File: config.mk
export PLATFORM = sky130hd
export DESIGN_NAME = pass_entry
export DESIGN_NICKNAME = d
export VERILOG_FILES = /design/src/rtl/pass_pkg.sv /design/src/rtl/pass_entry_timer.sv /design/src/rtl/pass_entry.sv
export SDC_FILE = /design/constraint.sdc
export NUM_CORES = 1
export LEC_CHECK = 0
export ABC_AREA = 1
export CAP_MARGIN = 10
export CORE_MARGIN = 3
export CORE_UTILIZATION = 54
export CTS_CLUSTER_SIZE = 8
export DETAILED_ROUTE_END_ITERATION = 6
export HOLD_SLACK_MARGIN = 0.12
export PLACE_DENSITY = 0.87
export SETUP_SLACK_MARGIN = 0.15
export SLEW_MARGIN = 20
export SYNTH_ARGS = -nofsm -noshare
export SYNTH_HDL_FRONTEND = slang
export SYNTH_HIERARCHICAL = 1
export SYNTH_SLANG_ARGS = --single-unit
File: constraint.sdc
create_clock -name clk -period 3 [get_ports clk]
set_input_delay 0.45 -clock clk [delete_from_list [all_inputs] [get_ports clk]]
set_output_delay 0.45 -clock clk [all_outputs]
set_load 0.05 [all_outputs]
File: src/rtl/pass_pkg.sv
// Shared definitions for the entry keypad and the gate controller:
// entry FSM states and digit width.
package pass_pkg;

  localparam int DIGIT_W = 2;

  typedef enum logic [1:0] {
    ST_IDLE    = 2'd0,
    ST_WAIT_D1 = 2'd1,
    ST_WAIT_D2 = 2'd2,
    ST_SEND    = 2'd3
  } pass_state_t;

  function automatic logic is_collecting(input pass_state_t s);
    return (s == ST_WAIT_D1) || (s == ST_WAIT_D2);
  endfunction

endpackage

File: src/rtl/pass_entry_timer.sv
// Inactivity timer for digit entry: counts enabled cycles, saturates at
// TIMEOUT_CYCLES-1 and flags that terminal count.
module pass_entry_timer #(
  parameter int TIMEOUT_CYCLES = 1000
) (
  input  logic clk,
  input  logic reset_n,
  input  logic clear,
  input  logic enable,
  output logic terminal
);

  localparam int                 CNT_W    = $clog2(TIMEOUT_CYCLES);
  localparam logic [CNT_W-1:0]   TERM_CNT = CNT_W'(TIMEOUT_CYCLES - 1);

  logic [CNT_W-1:0] count;

  // NOTE: sequential state uses non-blocking assignments so every flop
  // samples the pre-edge values of the others.
  always_ff @(posedge clk or negedge reset_n) begin
    if (!reset_n) begin
      count <= '0;
    end else if (clear) begin
      count <= '0;
    end else if (enable && (count != TERM_CNT)) begin
      count <= count + CNT_W'(1);
    end
  end

  assign terminal = (count == TERM_CNT);

endmodule

File: src/rtl/pass_entry.sv
// Two-digit pass entry at the car-park entrance: collects digits while a car
// is present and presents them, registered, to the gate controller.
module pass_entry
  import pass_pkg::*;
#(
  parameter int TIMEOUT_CYCLES = 1000
) (
  input  logic               clk,
  input  logic               reset_n,
  input  logic               sensor_entrance,
  input  logic               key_valid,
  input  logic [DIGIT_W-1:0] key_code,
  input  logic               key_clear,
  output logic [DIGIT_W-1:0] password_1,
  output logic [DIGIT_W-1:0] password_2,
  output logic               pass_valid,
  output logic               entry_active,
  output logic               timeout_err
);

  pass_state_t        state, state_next;
  logic [DIGIT_W-1:0] pw1_next, pw2_next;
  logic               timeout_next;
  logic               timer_clear, timer_en, timer_term;

  pass_entry_timer #(
    .TIMEOUT_CYCLES(TIMEOUT_CYCLES)
  ) u_timer (
    .clk      (clk),
    .reset_n  (reset_n),
    .clear    (timer_clear),
    .enable   (timer_en),
    .terminal (timer_term)
  );

  // NOTE: every signal written here gets a default first, so no path through
  // the case can leave one unassigned and infer a latch.
  always_comb begin
    state_next   = state;
    pw1_next     = password_1;
    pw2_next     = password_2;
    timeout_next = 1'b0;

    unique case (state)
      ST_IDLE: begin
        if (sensor_entrance) state_next = ST_WAIT_D1;
      end
      ST_WAIT_D1, ST_WAIT_D2: begin
        // Car leaving beats a clear, which beats a digit, which beats timeout.
        if (!sensor_entrance) begin
          state_next = ST_IDLE;
          pw1_next   = '0;
          pw2_next   = '0;
        end else if (key_clear) begin
          state_next = ST_WAIT_D1;
          pw1_next   = '0;
          pw2_next   = '0;
        end else if (key_valid) begin
          if (state == ST_WAIT_D1) begin
            pw1_next   = key_code;
            state_next = ST_WAIT_D2;
          end else begin
            pw2_next   = key_code;
            state_next = ST_SEND;
          end
        end else if (timer_term) begin
          state_next   = ST_IDLE;
          pw1_next     = '0;
          pw2_next     = '0;
          timeout_next = 1'b1;
        end
      end
      ST_SEND: begin
        if (!sensor_entrance) begin
          state_next = ST_IDLE;
          pw1_next   = '0;
          pw2_next   = '0;
        end else if (key_clear) begin
          state_next = ST_WAIT_D1;
          pw1_next   = '0;
          pw2_next   = '0;
        end
      end
      default: begin
        state_next = ST_IDLE;
        pw1_next   = '0;
        pw2_next   = '0;
      end
    endcase
  end

  // The timer only runs while waiting for a digit and restarts on any
  // state change or clear, so each new digit gets the full window.
  assign timer_en    = is_collecting(state);
  assign timer_clear = !is_collecting(state) || (state_next != state) || key_clear;

  // Status outputs are registered from the next state so they line up with it.
  always_ff @(posedge clk or negedge reset_n) begin
    if (!reset_n) begin
      state        <= ST_IDLE;
      password_1   <= '0;
      password_2   <= '0;
      pass_valid   <= 1'b0;
      entry_active <= 1'b0;
      timeout_err  <= 1'b0;
    end else begin
      state        <= state_next;
      password_1   <= pw1_next;
      password_2   <= pw2_next;
      pass_valid   <= (state_next == ST_SEND);
      entry_active <= is_collecting(state_next);
      timeout_err  <= timeout_next;
    end
  end

endmodule

==> results by group <==
CTS
  • CTS Hold Bufs: 0
  • Clock Tree Buf Depth: 2
  • CTS root buffer: clkbuf_4
  • Clk sinks: 19
  • Num CTS Buffers: 3
  • # Post-CTS Setup Buffers: 0
  • Post-CTS Resized: 0
  • CTS tree: built
  • Reg clk slew, reported paths: 0.10 ns
  • H-tree depth: 1
  • Clock latency on the worst-skew pair: 0.29 ns

Yosys
  • Warnings, synthesis: 6
  • Ys flop type: dfrtp_1
  • Mapped Avg Cell Area: between 7 and 8 µm²
  • Yosys reg bits: 19
  • Post-synth EDFFs: 0
  • Post-synth cell types: 24
  • Post-synth ARST share: 100%
  • Mapped cell area: 0.00119 mm²
  • Synthesized instance count: between 150 and 200
  • Post-synthesis net count: approximately 180
  • Sequential fraction of the synthesis area: 39.8%

Worst setup path
  • R2R cell count: 20
  • CP max FO: 10
  • Critical Path Max Stage Delay: 0.38 ns
  • CP Launch Type: flip-flop
  • Worst path cell trace: ha_1, nand2_1, inv_1, nand3_1, nor3_2, inv_2, nand2_1, nand2_1, nand2_1, nand2_1, nand2_1, nand3_1, nand2_1, inv_1, nand2_1, clkinvlp_4, nand2_4, clkinv_4, nand2_1, nand2_1
  • Crit Path Category: flip-flop to flip-flop
  • Crit path DAT: 2.64 ns
  • CP max-delay cell: dfrtp_1
  • CP dominant cell by count: nand2_1
  • Reg2Reg Setup Slack: 0.54 ns
  • Worst r2r src: u_timer/count[1]$_DFFE_PN0P_
  • Capture point of the worst reg-to-reg path: u_timer/count[4]$_DFFE_PN0P_
  • Data required, critical path: ~3.2 ns
  • Crit end category: flip-flop

Global routing
  • Vias in the first global route: 1060
  • Largest net degree at the start of global routing: 20
  • First-pass GRT wire length: 4.29 mm
  • Initial antenna violation count: 0
  • Total track usage: around 20%
  • Total global routing overflow: 0

Finish
  • Net count reported at finish: between 150 and 200
  • Fillers: 169
  • Area of the multi-input gates: around 600 µm²
  • Area growth from synthesis to layout: 15.7%
  • Finished Layout Cells: 206
  • Share of cells above drive strength 1: 10.6%
  • Commonest non-fill, non-tap cell in the layout: nand2_1
  • Commonest non-fill, non-tap cells in the layout: 51 x nand2_1, 22 x inv_1, 19 x dfrtp_1, 17 x nand3_1, 13 x clkdlybuf4s50_1
  • Number of diodes: 0
  • Final Util: 68.4%
  • Reg area: about 480 µm²

Run
  • Max-Cap Viols: 0

Die
  • Die area: 0.00281 mm²
  • I/O pin count: 14
  • Chip width: 53.0 µm
  • Core Area: 0.00202 mm²
  • Initial Utilization: 59.1%
  • Cell Rows: 16
  • Die H: 53.0 µm

STA
  • Clock Skew: 0.00605 ns
  • Final Hold Vio Count: 0
  • Max Freq: 407 MHz
  • Worst slew margin: 43.9%
  • Setup tns final: 0 ns
  • Final setup viols: 0
  • Unrepaired setup endpoints after global routing: no
  • Tmin final: 2.46 ns
  • Worst Hold Slack: 0.496 ns
  • Final Max Slew Viols: 0
  • Tightest Pin Transition: 0.839 ns
  • Post-route clock period utilization: 81.9%

Routing
  • DR WL/cell: 11.3 µm
  • Drt total wl: 2.33 mm
  • Drt pass-1 iters: 4
  • ANT nets after route: 0
  • DRT iter0 DRCs: 25
  • Vias per inst: 5.44
  • Via count: 1120
  • DRC viols: 0

Hold path
  • Min-delay worst type: flip-flop to flip-flop
  • Hold Path End: password_1[1]$_DFFE_PN0P_
  • Worst hold stages: 2
  • Worst Hold Launch: password_1[1]$_DFFE_PN0P_

Power
  • Leak: around 0.7 nW
  • Maximum VDD drop: between 0.5 and 0.6 mV
  • Pwr Density: 593 mW/mm²

Placed design
  • Placer Congestion: about 0.86
  • Post-DP HPWL: 1.79 mm
  • Placed instance count: 202
  • Port-buffer cells: 13

Status
  • Status: complete, no violations
-- state kept, by name, summed over array words and instances, names as in the netlist --
register,cells
entry_active,1
pass_valid,1
password_1,2
password_2,2
state,2
timeout_err,1
u_timer/count,10
-- report_power, final --
part	leakage, nW	total (mW)	internal [mW]	switching [mW]
Sequential	0.260	0.309	0.286	0.0231
Combinational	0.443	0.385	0.120	0.265
Clock	0.0150	0.126	0.0516	0.0740
Total	0.718	0.820	0.458	0.362
-- final cells by class --
cell class                 instances  area share (%)
clock buffer                       4            1.90
sequential                        19            34.4
inverter                          28            8.24
multi-input combinational        115            43.6
tap                               27            2.44
timing repair buffer              13            9.41
-- synthesized netlist by cell type (3+ instances only) --
library cell / count / area [µm²]
nand4_1: 10 / 62.6
dfrtp_1: 19 / 475
nor2_4: 3 / 33.8
a21oi_1: 3 / 15.0
o21ai_1: 7 / 35.0
nor2_1: 5 / 18.8
nand3_1: 17 / 85.1
inv_2: 4 / 15.0
nand2_1: 51 / 191
inv_1: 22 / 82.6
ha_1: 5 / 62.6
-- worst max path at each step --
stage | from | endpoint | slack (ns) | cells past startpoint
3_5_place_dp | u_timer/count[1]$_DFFE_PN0P_ | u_timer/count[4]$_DFFE_PN0P_ | 0.37 | 20
2_1_floorplan | u_timer/count[0]$_DFFE_PN0P_ | u_timer/count[4]$_DFFE_PN0P_ | 0.70 | 20
5_1_grt | u_timer/count[1]$_DFFE_PN0P_ | u_timer/count[5]$_DFFE_PN0P_ | 0.21 | 20
3_3_place_gp | u_timer/count[1]$_DFFE_PN0P_ | u_timer/count[4]$_DFFE_PN0P_ | 0.48 | 20
4_1_cts | u_timer/count[1]$_DFFE_PN0P_ | u_timer/count[4]$_DFFE_PN0P_ | 0.35 | 20
6_report | u_timer/count[1]$_DFFE_PN0P_ | u_timer/count[4]$_DFFE_PN0P_ | 0.54 | 20
-- logic make-up (layout without fill, tap and decap cells) --
logic type / after synthesis / count (layout) / synth area share [%]
and+or+nand+nor: 95 / 95 / 37.8
buffers and inverters: 29 / 45 / 10.2
adders and majority gates: 5 / 5 / 5.24
AOI/OAI and AO/OA: 14 / 14 / 6.28
xor gates and xnor gates: 1 / 1 / 0.733
DFF: 19 / 19 / 39.8
-- through the flow --
stage / instance area [µm²] / setup slack, ns / total power [mW]
after floorplan: 1190 / 0.700 / 0.599
after global placement: 1350 / 0.482 / 0.689
after detailed placement: 1350 / 0.375 / 0.697
after CTS: 1370 / 0.354 / 0.824
after global routing: 1380 / 0.209 / 0.895
final: 1380 / 0.543 / 0.820
-- critical path: cells and delay by family, from the launching register on --
kind / cells / cell delay [ns]
and+or+nand+nor: 14 / 1.26
buffers and inverters: 5 / 0.50
DFF: 1 / 0.38
adders and majority gates: 1 / 0.19
-- metal layers --
metal / GRT usage (%) / wire, µm / up-vias
met5: 0 / 0 / -
met3: 2.54 / 117 / 2
met4: 6.81 / 14 / 0
met2: 34.3 / 1140 / 30
li1: - / - / 555
met1: 26.0 / 1050 / 533
Power figures use the tool's default switching activity.
